`src/rtl/ex_muldiv_seq.sv`:
```
// Multi-cycle multiply/divide engine: MUL_STEP-bit shift-add multiply, restoring radix-2 divide.
// Optional MULDIV_EARLY_OUT_EN: MUL leaves early once the remaining multiplier bits are zero.
module ex_muldiv_seq #(
  parameter int WIDTH    = 32,
  parameter int MUL_STEP = 4
) (
  input  logic             clk,
  input  logic             rst,
  input  logic             start,
  input  logic [1:0]       op,
  input  logic [WIDTH-1:0] a,
  input  logic [WIDTH-1:0] b,
  input  logic             flush,
  output logic             busy,
  output logic             done,
  output logic [WIDTH-1:0] hi,
  output logic [WIDTH-1:0] lo,
  output logic             div_by_zero
);

  localparam int N_MUL = WIDTH / MUL_STEP;
  localparam int CW    = $clog2(WIDTH + 1);

  typedef enum logic [1:0] {S_IDLE, S_MUL, S_DIV, S_FIX} state_t;

  state_t             state_q, state_d;
  logic [CW-1:0]      cnt_q, cnt_d;
  logic [2*WIDTH-1:0] acc_q, acc_d;   // MUL: product; DIV: {remainder, quotient}
  logic [2*WIDTH-1:0] opa_q, opa_d;   // MUL: shifted multiplicand; DIV: divisor in low half
  logic [WIDTH-1:0]   opb_q, opb_d;   // MUL: unretired multiplier bits
  logic               is_div_q, is_div_d;
  logic               zdiv_q, zdiv_d;
  logic               neg_lo_q, neg_lo_d;
  logic               neg_hi_q, neg_hi_d;
  logic [WIDTH-1:0]   hi_q, hi_d, lo_q, lo_d;
  logic               done_q, done_d, dbz_q, dbz_d;

  logic               sa, sb;
  logic [WIDTH-1:0]   mag_a, mag_b;
  logic [2*WIDTH-1:0] pp, prod_fix;
  logic [WIDTH:0]     div_ext, div_diff;
  logic [WIDTH-1:0]   quo_fix, rem_fix;

  assign sa    = a[WIDTH-1] & ~op[0];
  assign sb    = b[WIDTH-1] & ~op[0];
  assign mag_a = sa ? -a : a;
  assign mag_b = sb ? -b : b;

  assign pp       = opa_q * (2*WIDTH)'(opb_q[MUL_STEP-1:0]);
  assign div_ext  = acc_q[2*WIDTH-1:WIDTH-1];
  assign div_diff = div_ext - {1'b0, opa_q[WIDTH-1:0]};
  assign prod_fix = neg_lo_q ? -acc_q : acc_q;
  assign quo_fix  = neg_lo_q ? -acc_q[WIDTH-1:0] : acc_q[WIDTH-1:0];
  assign rem_fix  = neg_hi_q ? -acc_q[2*WIDTH-1:WIDTH] : acc_q[2*WIDTH-1:WIDTH];

  always_comb begin
    state_d  = state_q;
    cnt_d    = cnt_q;
    acc_d    = acc_q;
    opa_d    = opa_q;
    opb_d    = opb_q;
    is_div_d = is_div_q;
    zdiv_d   = zdiv_q;
    neg_lo_d = neg_lo_q;
    neg_hi_d = neg_hi_q;
    hi_d     = hi_q;
    lo_d     = lo_q;
    done_d   = 1'b0;
    dbz_d    = dbz_q;
    case (state_q)
      S_IDLE: begin
        if (start && !flush) begin
          is_div_d = op[1];
          dbz_d    = 1'b0;
          zdiv_d   = 1'b0;
          neg_lo_d = sa ^ sb;
          neg_hi_d = op[1] ? sa : (sa ^ sb);
          if (op[1]) begin
            if (b == '0) begin
              // Divide by zero skips iteration; hi must return a untouched.
              zdiv_d  = 1'b1;
              acc_d   = {{WIDTH{1'b0}}, a};
              state_d = S_FIX;
            end else begin
              acc_d   = {{WIDTH{1'b0}}, mag_a};
              opa_d   = {{WIDTH{1'b0}}, mag_b};
              cnt_d   = CW'(WIDTH - 1);
              state_d = S_DIV;
            end
          end else begin
            acc_d   = '0;
            opa_d   = {{WIDTH{1'b0}}, mag_a};
            opb_d   = mag_b;
            cnt_d   = CW'(N_MUL - 1);
            state_d = S_MUL;
          end
        end
      end
      S_MUL: begin
        acc_d = acc_q + pp;
        opa_d = opa_q << MUL_STEP;
        opb_d = opb_q >> MUL_STEP;
        cnt_d = cnt_q - CW'(1);
`ifdef MULDIV_EARLY_OUT_EN
        if (cnt_q == '0 || opb_d == '0) state_d = S_FIX;
`else
        if (cnt_q == '0) state_d = S_FIX;
`endif
      end
      S_DIV: begin
        // Restoring step: keep the trial difference only when it did not borrow.
        if (div_diff[WIDTH])
          acc_d = {div_ext[WIDTH-1:0], acc_q[WIDTH-2:0], 1'b0};
        else
          acc_d = {div_diff[WIDTH-1:0], acc_q[WIDTH-2:0], 1'b1};
        cnt_d = cnt_q - CW'(1);
        if (cnt_q == '0) state_d = S_FIX;
      end
      S_FIX: begin
        state_d = S_IDLE;
        done_d  = 1'b1;
        if (zdiv_q) begin
          lo_d  = '1;
          hi_d  = acc_q[WIDTH-1:0];
          dbz_d = 1'b1;
        end else if (is_div_q) begin
          lo_d = quo_fix;
          hi_d = rem_fix;
        end else begin
          lo_d = prod_fix[WIDTH-1:0];
          hi_d = prod_fix[2*WIDTH-1:WIDTH];
        end
      end
      default: state_d = S_IDLE;
    endcase
    if (flush) begin
      state_d = S_IDLE;
      done_d  = 1'b0;
      hi_d    = hi_q;
      lo_d    = lo_q;
      dbz_d   = dbz_q;
    end
  end

  always_ff @(posedge clk or posedge rst) begin
    if (rst) begin
      state_q  <= S_IDLE;
      cnt_q    <= '0;
      acc_q    <= '0;
      opa_q    <= '0;
      opb_q    <= '0;
      is_div_q <= 1'b0;
      zdiv_q   <= 1'b0;
      neg_lo_q <= 1'b0;
      neg_hi_q <= 1'b0;
      hi_q     <= '0;
      lo_q     <= '0;
      done_q   <= 1'b0;
      dbz_q    <= 1'b0;
    end else begin
      state_q  <= state_d;
      cnt_q    <= cnt_d;
      acc_q    <= acc_d;
      opa_q    <= opa_d;
      opb_q    <= opb_d;
      is_div_q <= is_div_d;
      zdiv_q   <= zdiv_d;
      neg_lo_q <= neg_lo_d;
      neg_hi_q <= neg_hi_d;
      hi_q     <= hi_d;
      lo_q     <= lo_d;
      done_q   <= done_d;
      dbz_q    <= dbz_d;
    end
  end

  assign busy        = (state_q != S_IDLE);
  assign done        = done_q;
  assign hi          = hi_q;
  assign lo          = lo_q;
  assign div_by_zero = dbz_q;

endmodule

```
`config.mk`:
```
export PLATFORM = sky130hd
export DESIGN_NAME = ex_muldiv_seq
export DESIGN_NICKNAME = d
export VERILOG_FILES = /design/src/rtl/ex_muldiv_seq.sv
export SDC_FILE = /design/constraint.sdc
export NUM_CORES = 1
export LEC_CHECK = 0
export ABC_AREA = 1
export CORE_MARGIN = 8
export CORE_UTILIZATION = 35
export DETAILED_ROUTE_END_ITERATION = 8
export GPL_TIMING_DRIVEN = 0
export HOLD_SLACK_MARGIN = 0.1
export PLACE_DENSITY = 0.49
export SYNTH_ARGS = -nofsm -noshare
export SYNTH_HDL_FRONTEND = slang
export SYNTH_SLANG_ARGS = --single-unit
```
`constraint.sdc`:
```
create_clock -name clk -period 12.9 [get_ports clk]
set_input_delay 3.87 -clock clk [delete_from_list [all_inputs] [get_ports clk]]
set_output_delay 3.87 -clock clk [all_outputs]
set_load 0.01 [all_outputs]
```
After elaboration in Yosys (flattened, before gate mapping)
Cells that the tools add are included.

word-level totals
  word-level logic and storage cells = 94
  register bits after elaboration = 238
  input port bits = 70

operators by class
  $add $sub $neg = 8
  reduce and logical (&&, ||, !) cells = 19
  multiply operators = 1
  mux-type cells = 39
  equal/unequal tests = 9
  bitwise operators = 5

operator list
  kind                                                                number
  64-bit two-way mux                                                  7
  32-bit two-way mux                                                  11
  64-bit case mux with 3 select lines                                 1
  32-bit negator                                                      4
  64-bit case mux with 2 select lines                                 1
  64-bit adder                                                        1
  64-bit by 4-bit multiplier with 64-bit output                       1
  64-bit negator                                                      1
  32-bit case mux with 2 select lines                                 1
  33-bit by 32-bit subtractor with 33-bit output                      1
  32-bit logical NOT                                                  1
  6-bit two-way mux                                                   3
  6-bit case mux with 2 select lines                                  1
  3-bit AND reduction                                                 3
  1-bit two-way mux                                                   8
  2-bit two-way mux                                                   4
  2-bit AND reduction                                                 4
  2-bit nonzero test                                                  4
  6-bit logical NOT                                                   1
  2-bit inequality test, second input constant                        3
  3-bit inequality test, second input constant                        2
  2-bit case mux with 3 select lines                                  1
  6-bit by 1-bit subtractor with 6-bit output, second input constant  1
  2-bit equality test, second input constant                          2
  12 further kinds                                                    14

Depth between registers and ports, before layout
Gate-level depths: netlist (run 1).

  depth after elaboration = 7
  mapped depth = 27
  mapped depth without buffers = 25

Worst setup path after synthesis (run 1)
Ideal clock, no wire load.

  path type = in2reg
  from = input port b[1]
  to = register acc_q[13]
  setup time = 0.077 ns
  stages = 13
  arrival = 5.292 ns
  setup slack = 7.531 ns
  path buffers = 1
  cells stage by stage = inv_1 > ha_1 > nand3_2 > nor2_4 > nand2_2 > nor2_4 > nand3_4 > nor2_8 > inv_4 > buf_6 > o211ai_2 > nand3_1 > o21ai_1

between the ends
  word-level cells in the longest chain between the ends = 5

RTL lines
  element                              RTL line  RTL
  start, declared                      12        input logic [WIDTH-1:0] b,
  32-bit logical NOT                   79        if (b == '0) begin
  32-bit two-way mux                   79
  64-bit two-way mux                   78        if (op[1]) begin
  64-bit two-way mux                   72        if (start && !flush) begin
  64-bit case mux with 3 select lines  70        case (state_q)
  end signal, assigned                 149       acc_q <= '0;
  end signal, assigned                 163       acc_q <= acc_d;
  end, declared                        28        logic [2*WIDTH-1:0] acc_q, acc_d;

No other way between the ends. The select of a mux whose other input is x is not followed.
A chain may end at the register's enable or synchronous reset.

Worst setup path after layout (run 1)
  from = input port a[31]
  to = register neg_hi_q

between the ends
  word-level cells in the longest chain between the ends = 3

RTL lines
  element                RTL line  RTL
  start, declared        11        input logic [WIDTH-1:0] a,
  1-bit AND (*)          44        assign sa = a[WIDTH-1] & ~op[0];
  1-bit bitwise XOR      77        neg_hi_d = op[1] ? sa : (sa ^ sb);
  1-bit two-way mux (*)  77
  end signal, assigned   169       neg_hi_q <= neg_hi_d;
  end, declared          34        logic neg_hi_q, neg_hi_d;

Every way passes the cells marked *; elsewhere a longest branch is shown, timed or not.

==> results of run 1 <==
-- where the power goes --
group	switching (W)	total, W	internal (W)	leakage, nW
Clock	0.000413	0.000960	0.000547	0.530
Combinational	0.00537	0.00757	0.00220	17.4
Sequential	0.000310	0.00131	0.000997	3.09
Total	0.00609	0.00983	0.00374	21.1
-- Yosys cell counts (all sizes together), types with 5 or more instances --
library cell and instances:
a21oi 234, nand3b 17, xnor2 25, o21bai 11, nor3 49, nand3 380
a31oi 18, or2 13, nand4 46, ha 109, nand2 1894, o21ai 253
o22ai 14, nor2 406, inv 1149, nor4 5, clkbuf 108, o211ai 39
dfrtp 238, xor2 59, o31ai 8, buf 53, fa 183
-- placed cells by master (no fill, tap or decap), drive strengths merged, types with 2 or more instances in the layout --
master            n
o211ai           39
nand3b           17
nand4            46
nand2          1894
nor4              5
fa              183
inv            1151
nor3             49
xor2             59
clkinv           11
o21ai           253
xnor2            25
dfrtp           238
diode             2
o221ai            2
nand3           380
a22oi             2
o22ai            14
a21oi           234
o32ai             2
a32o              2
a21boi            4
nor2            406
o31ai             8
clkdlybuf4s50   136
buf              55
o2111ai           4
clkbuf          154
ha              109
and2              4
o21bai           11
a31oi            18
or2              13
clkinvlp          3
-- per-stage QoR --
| step | setup TNS (ns) | instance area (µm²) | util | total power (W) |
|---|---|---|---|---|
| floorplan | 0 | 31660 | - | 0.005833 |
| global placement | -341.84 | 34490 | 0.3838 | 0.008649 |
| detailed placement | 0 | 34560 | 0.3845 | 0.008650 |
| CTS | 0 | 35660 | 0.3968 | 0.009651 |
| global route | 0 | 35660 | 0.3968 | 0.01052 |
| finish | 0 | 35660 | 0.3968 | 0.009832 |
-- worst min path at each step --
stage                    from        end  slack, ns
global route            hi[9]      hi[9]       0.51
CTS                    hi[16]     hi[16]       0.48
global placement    opb_q[23]  opb_q[23]       0.46
floorplan           opb_q[25]  opb_q[25]       0.44
detailed placement  opb_q[25]  opb_q[25]       0.46
finish                 hi[16]     hi[16]       0.47
-- metal layers --
layer	vias to the layer above	global-route usage	part of all wire
met3	248	0.05301	0.085
met1	16588	0.4360	0.45
li1	16574	-	-
met2	1472	0.4735	0.43
met5	-	0	0.00021
met4	4	0.1076	0.038
-- sequential cells by signal, summed over array words and instances, names as in the netlist --
| register | count |
|---|---|
| hi | 32 |
| opb_q | 32 |
| lo | 32 |
| acc_q | 64 |
| zdiv_q | 1 |
| neg_lo_q | 1 |
| state_q | 2 |
| opa_q | 64 |
| div_by_zero | 1 |
| is_div_q | 1 |
| cnt_q | 6 |
| done | 1 |
| neg_hi_q | 1 |
-- kinds of logic after synthesis --
kind of cell,Yosys count
flip-flops,238
XOR/XNOR,84
AO/OA/AOI/OAI,597
buffers and inverters,1314
AND/OR/NAND/NOR,2815
adder cells (fa/ha/maj),292
-- critical path: stages --
cell	delay (ns)
clkdlybuf4s50_1	0.55
inv_1	0.17
nor2_2	0.47
inv_1	0.21
clkbuf_1	0.32
o21ai_0	0.97
a21oi_1	0.53
a21oi_1	0.35
-- cell type report --
cell class / instances / area, µm² / share of cell area
buffer: 161 / 745.7 / 0.02091
timing repair buffer: 138 / 1416 / 0.03972
sequential: 238 / 5956 / 0.1670
clock buffer: 46 / 957.2 / 0.02684
inverter: 1153 / 4338 / 0.1216
clock inverter: 13 / 145.1 / 0.004070
antenna: 2 / 5.005 / 0.0001403
multi-input combinational: 3788 / 20630 / 0.5784
tap: 1176 / 1471 / 0.04126
==> results.ini, run 1 <==
[outcome]
status = finished clean

[synth]
synth_edf_count = 0
synthAdderAreaFrac = 0.1588
synthesis.area_mm2 = 0.03166
yosysUniqueCellTypes = 55
synth-simple-area-share = 0.3654
synth_top_area_frac = 0.2234
ys_warn_count = 0
syn_avg_cell_area_um2 = 5.929
synth_area_leader_cell = nand2_1
synth_xor_area_frac = 0.02324
netlist_instances = 5340
ys_seq_area_frac = 0.1881
synthMuxAreaShare = 0
ys.flop_type = dfrtp_1
synth_nets = 5702
synthTopCellsByArea = nand2_1 (22%), dfrtp_1 (19%), inv_1 (14%), fa_1 (12%), nand3_1 (5.8%)
synth_top_family_by_area = simple AND/OR/NAND/NOR gates
synth-compound-area-share = 0.1041
ys_ff_latch = 238
async_flop_share = 1.000

[finish]
area_growth_pct = 12.64
final_cells = 6715
nNetsFinal = 5877
fill_cells = 10116
drive_gt1_frac = 0.03161

[worst_hold_path]
hold_class = flop to flop
holdPathStages = 2

[job]
cap_violations = 0

[floorplanning]
ios = 137
die_area_mm2 = 0.1003
die_w_um = 316.8
num_rows = 110
initial_core_util = 0.3523
core_mm2 = 0.08987
die_h_um = 316.8

[sta]
finClkSkew_ns = 0.02149
hold_slack_ns = 0.4745
tightest_slew_ns = 1.141
period_minus_slack_ns = 6.955
rsz0062_at_grt = false
final_hold_viol_count = 0
final.setup.worst_slack_ns = 5.945
relSlewSlack = 0.2313
final.period_utilization = 0.5391
setup_viol = 0
drv_slew = 0
fmax_mhz = 143.8

[setup_path]
cp.required_ns = 13.39
r2r_slack_ns = 6.84
reg2reg_depth = 19
cp_max_fo = 10
reg2reg_to = acc_q[25]
critPathKind = input pin to flop
end_kind = flop
startpoint_type = input pin
reg2reg_from = opb_q[1]
endpoint = neg_hi_q
cp_data_arrival_time_ns = 7.45
crit_start = a[31]

[drt]
finalWirelength_um = 158300
avgViaCountPerCell = 5.195
vias = 34886
dr.pass1.iters = 6
drtAntennaViolNets = 0
wire_per_inst_um = 23.57
drc = 0
drtIter0Drc = 4044

[global_routing]
grt_max_degree = 115
overflow = 0
grt_pass1_vias = 32854
grt_first_pass_wirelength_um = 226300
antenna_found_initial = 4
grt_usage = 0.3089

[pwr]
vdd_drop_max_mv = 0.1359
power_density_mw_per_mm2 = 275.7
p_leak_nw = 21.06

[placement]
routabilityCongestion = 1.012
place_ws_ns = 5.500
port-buffer-count = 136
place_inst = 6654
hpwl_um = 133400

[cts]
cts_tree = built
post_cts_resized = 0
clk_path_buf_depth = 3
cts_setup_buffers = 0
hold_buffers = 0
clock-root-buffer = clkbuf_16
clkLatencyLatePin_ns = 0.60
cts_sinks = 238
htreeDepth = 2
cts_buffers = 35
clkTransAtPathRegs_ns = 0.06

No activity file was read; power rests on OpenSTA's default activity.
==> run 2, diff against run 1 <==
==> constraint.sdc (replaced) <==
create_clock -name clk -period 6.6 [get_ports clk]
set_input_delay 1.98 -clock clk [delete_from_list [all_inputs] [get_ports clk]]
set_output_delay 1.98 -clock clk [all_outputs]
set_load 0.01 [all_outputs]
==> run 2 against run 1 <==
- non-clock buffer count grew 4
- critical endpoint is now acc_q[43]
- count of clock-buffer cells in the layout grew 7
- largest cell class unchanged
- wire length shrank 0.30%
- register-to-register slack lost 6.6 ns
- cell count grew 0.12%
- worst hold slack gained 0.0019 ns
- sequential power grew 95%
- core utilization grew 0.30 points
==> results.ini, run 2 (synthesis gave the netlist of run 1 again) <==
[drt]
wire_per_inst_um = 23.47  ; was 23.57 µm
vias = 34798  ; was 34886
drc = 0  ; unchanged
finalWirelength_um = 157800  ; was 158300 µm
drtAntennaViolNets = 0  ; unchanged
drtIter0Drc = 4053  ; was 4044
avgViaCountPerCell = 5.176  ; was 5.195
dr.pass1.iters = 7  ; was 6

[setup_path]
cp_data_arrival_time_ns = 6.84  ; was 7.45 ns
endpoint = acc_q[43]  ; was neg_hi_q
critPathMostFrequentCell = nand2_1
critical_path.cell_chain = clkbuf_1 > clkbuf_1 > nand2_1 > inv_1 > fa_1 > fa_1 > inv_1 > fa_1 > inv_1 > ha_1 > nand2_1 > nor2_1 > inv_1 > nor3_1 > a21oi_1 > nand2_1 > nand2_1 > nand3_1 > nand3_1 > nand2_1 > nand2_1 > nand2_1  ; was clkdlybuf4s50_1 > inv_1 > nor2_2 > inv_1 > clkbuf_1 > o21ai_0 > a21oi_1 > a21oi_1
reg2reg_from = opb_q[3]  ; was opb_q[1]
reg2reg_depth = 22  ; was 19
cp_max_fo = 10  ; unchanged
startpoint_type = flop  ; was input pin
critPathKind = flop to flop  ; was input pin to flop
r2r_slack_ns = 0.29  ; was 6.84 ns
reg2reg_to = acc_q[43]  ; was acc_q[25]
cp_slowest_cell = nor3_1  ; was o21ai_0
cp.required_ns = 7.13  ; was 13.39 ns
slowest_delay_ns = 0.70  ; was 0.97 ns
crit_start = opb_q[3]  ; was a[31]
end_kind = flop  ; unchanged

[finish]
largest_registers = acc_q x64, opa_q x64  ; unchanged
area_growth_pct = 13.48  ; was 12.64%
nNetsFinal = 5883  ; was 5877
layout.cells.most_common_list = nand2_1 (1884), inv_1 (1139), nor2_1 (390), nand3_1 (364), dfrtp_1 (238)  ; unchanged
drive_gt1_frac = 0.03353  ; was 0.03161
fill_cells = 10106  ; was 10116
layout_commonest_cell = nand2_1  ; unchanged
diodes = 0  ; was 2

[placement]
routabilityCongestion = 1.020  ; was 1.012
port-buffer-count = 136  ; unchanged
hpwl_um = 133000  ; was 133400 µm

[floorplanning]
initial_core_util = 0.3523  ; unchanged
num_rows = 110  ; unchanged
die_w_um = 316.8  ; unchanged
ios = 137  ; unchanged
die_h_um = 316.8  ; unchanged
die_area_mm2 = 0.1003  ; unchanged
core_mm2 = 0.08987  ; unchanged

[global_routing]
top_usage_layer = met2  ; unchanged
antenna_found_initial = 3  ; was 4
grt_first_pass_wirelength_um = 226400  ; was 226300 µm
grt_pass1_vias = 32915  ; was 32854
overflow = 0  ; unchanged
grt_max_degree = 40  ; was 115
grtUsageMet2 = 0.4735  ; about the same
grtUsageMet1 = 0.4321  ; was 0.4360
grt_util_met3 = 0.05554  ; was 0.05301
grt_usage = 0.3086  ; was 0.3089

[pwr]
power_density_mw_per_mm2 = 542.4  ; was 275.7 mW/mm²
vdd_drop_max_mv = 0.2643  ; was 0.1359 mV
p_leak_nw = 21.20  ; was 21.06 nW

[cts]
cts_buffers = 37  ; was 35
htreeDepth = 2  ; unchanged
cts_tree = built  ; unchanged
clkTransAtPathRegs_ns = 0.06  ; about the same
hold_buffers = 0  ; unchanged
clk_path_buf_depth = 3  ; unchanged
clock-root-buffer = clkbuf_16  ; unchanged
cts_sinks = 238  ; unchanged
cts_setup_buffers = 0  ; unchanged
post_cts_resized = 0  ; unchanged
clkLatencyLatePin_ns = 0.61  ; was 0.60 ns

[sta]
final.period_utilization = 0.9565
tightest_slew_ns = 1.176  ; was 1.141 ns
final_hold_viol_count = 0  ; unchanged
setup_viol = 0  ; unchanged
hold_slack_ns = 0.4764  ; was 0.4745 ns
drv_slew = 0  ; unchanged
setup_tns_ns = 0  ; unchanged
finClkSkew_ns = 0.03074  ; was 0.02149 ns
fmax_mhz = 158.4
relSlewSlack = 0.2079  ; was 0.2313
rsz0062_at_grt = false  ; unchanged
period_minus_slack_ns = 6.313

[outcome]
status = finished clean  ; unchanged

[job]
cap_violations = 0  ; unchanged

[worst_hold_path]
hold_class = flop to flop  ; unchanged

run 2: cell count changes in the layout (fill, tap and decap cells not counted), moves of 4 or more:
cell	change
clkbuf_8	+4
bufinv_16	+4
buf_12	+6
clkbuf_16	+4
run 2: critical path, delay by kind of cell (launching register included):
kind,cells,cell delay [ns]
compound gates,1,0.21
fa+ha+maj,4,1.96
buf+inv,6,1.50
flops,1,0.31
simple gates,11,2.24
run 2: area by class of cell:
| class | instances | area (µm²) | share of cell area |
|---|---|---|---|
| Clock inverter | 12 | 203.9 | 0.005676 |
| Sequential cell | 238 | 5956 | 0.1658 |
| Clock buffer | 53 | 1109 | 0.03085 |
| Multi-Input combinational cell | 3788 | 20630 | 0.5741 |
| Timing Repair Buffer | 142 | 1481 | 0.04123 |
| Inverter | 1153 | 4334 | 0.1206 |
| Buffer | 161 | 745.7 | 0.02075 |
| Tap cell | 1176 | 1471 | 0.04095 |
run 2: metrics by stage:
stage                     cell area (µm²)  utilization  worst slack [ns]  total power, W  instances
after global placement              34500       0.3838           -0.9045         0.01686       6652
after global routing                35930       0.3998           0.09348         0.02089       6723
after floorplan                     31660            -             1.500         0.01140       5340
after detailed placement            34620       0.3852            0.3808         0.01689       6658
after CTS                           35930       0.3998            0.3443         0.01916       6723
final                               35930       0.3998            0.2872         0.01949       6723
run 2: worst min path at each step:
| stage | slack, ns | startpoint | cells after the start | endpoint |
|---|---|---|---|---|
| after floorplan | 0.44 | opb_q[25] | 2 | opb_q[25] |
| after global placement | 0.46 | hi[10] | 2 | hi[10] |
| after detailed placement | 0.47 | hi[23] | 2 | hi[23] |
| after CTS | 0.48 | hi[29] | 2 | hi[29] |
| after global routing | 0.50 | hi[16] | 2 | hi[16] |
| final | 0.48 | hi[12] | 2 | hi[12] |
run 2: where the power goes:
part           switching (W)  leakage (nW)  total (W)  internal [W]
registers           0.000603          3.09    0.00255       0.00195
clock network       0.000833         0.646    0.00220       0.00137
logic                 0.0104          17.5     0.0147       0.00429
run 2: routing by layer:
layer,up-vias,share of wire
met5,-,0.000070
met4,2,0.041
met3,252,0.088
met2,1531,0.43
met1,16430,0.45
li1,16583,-
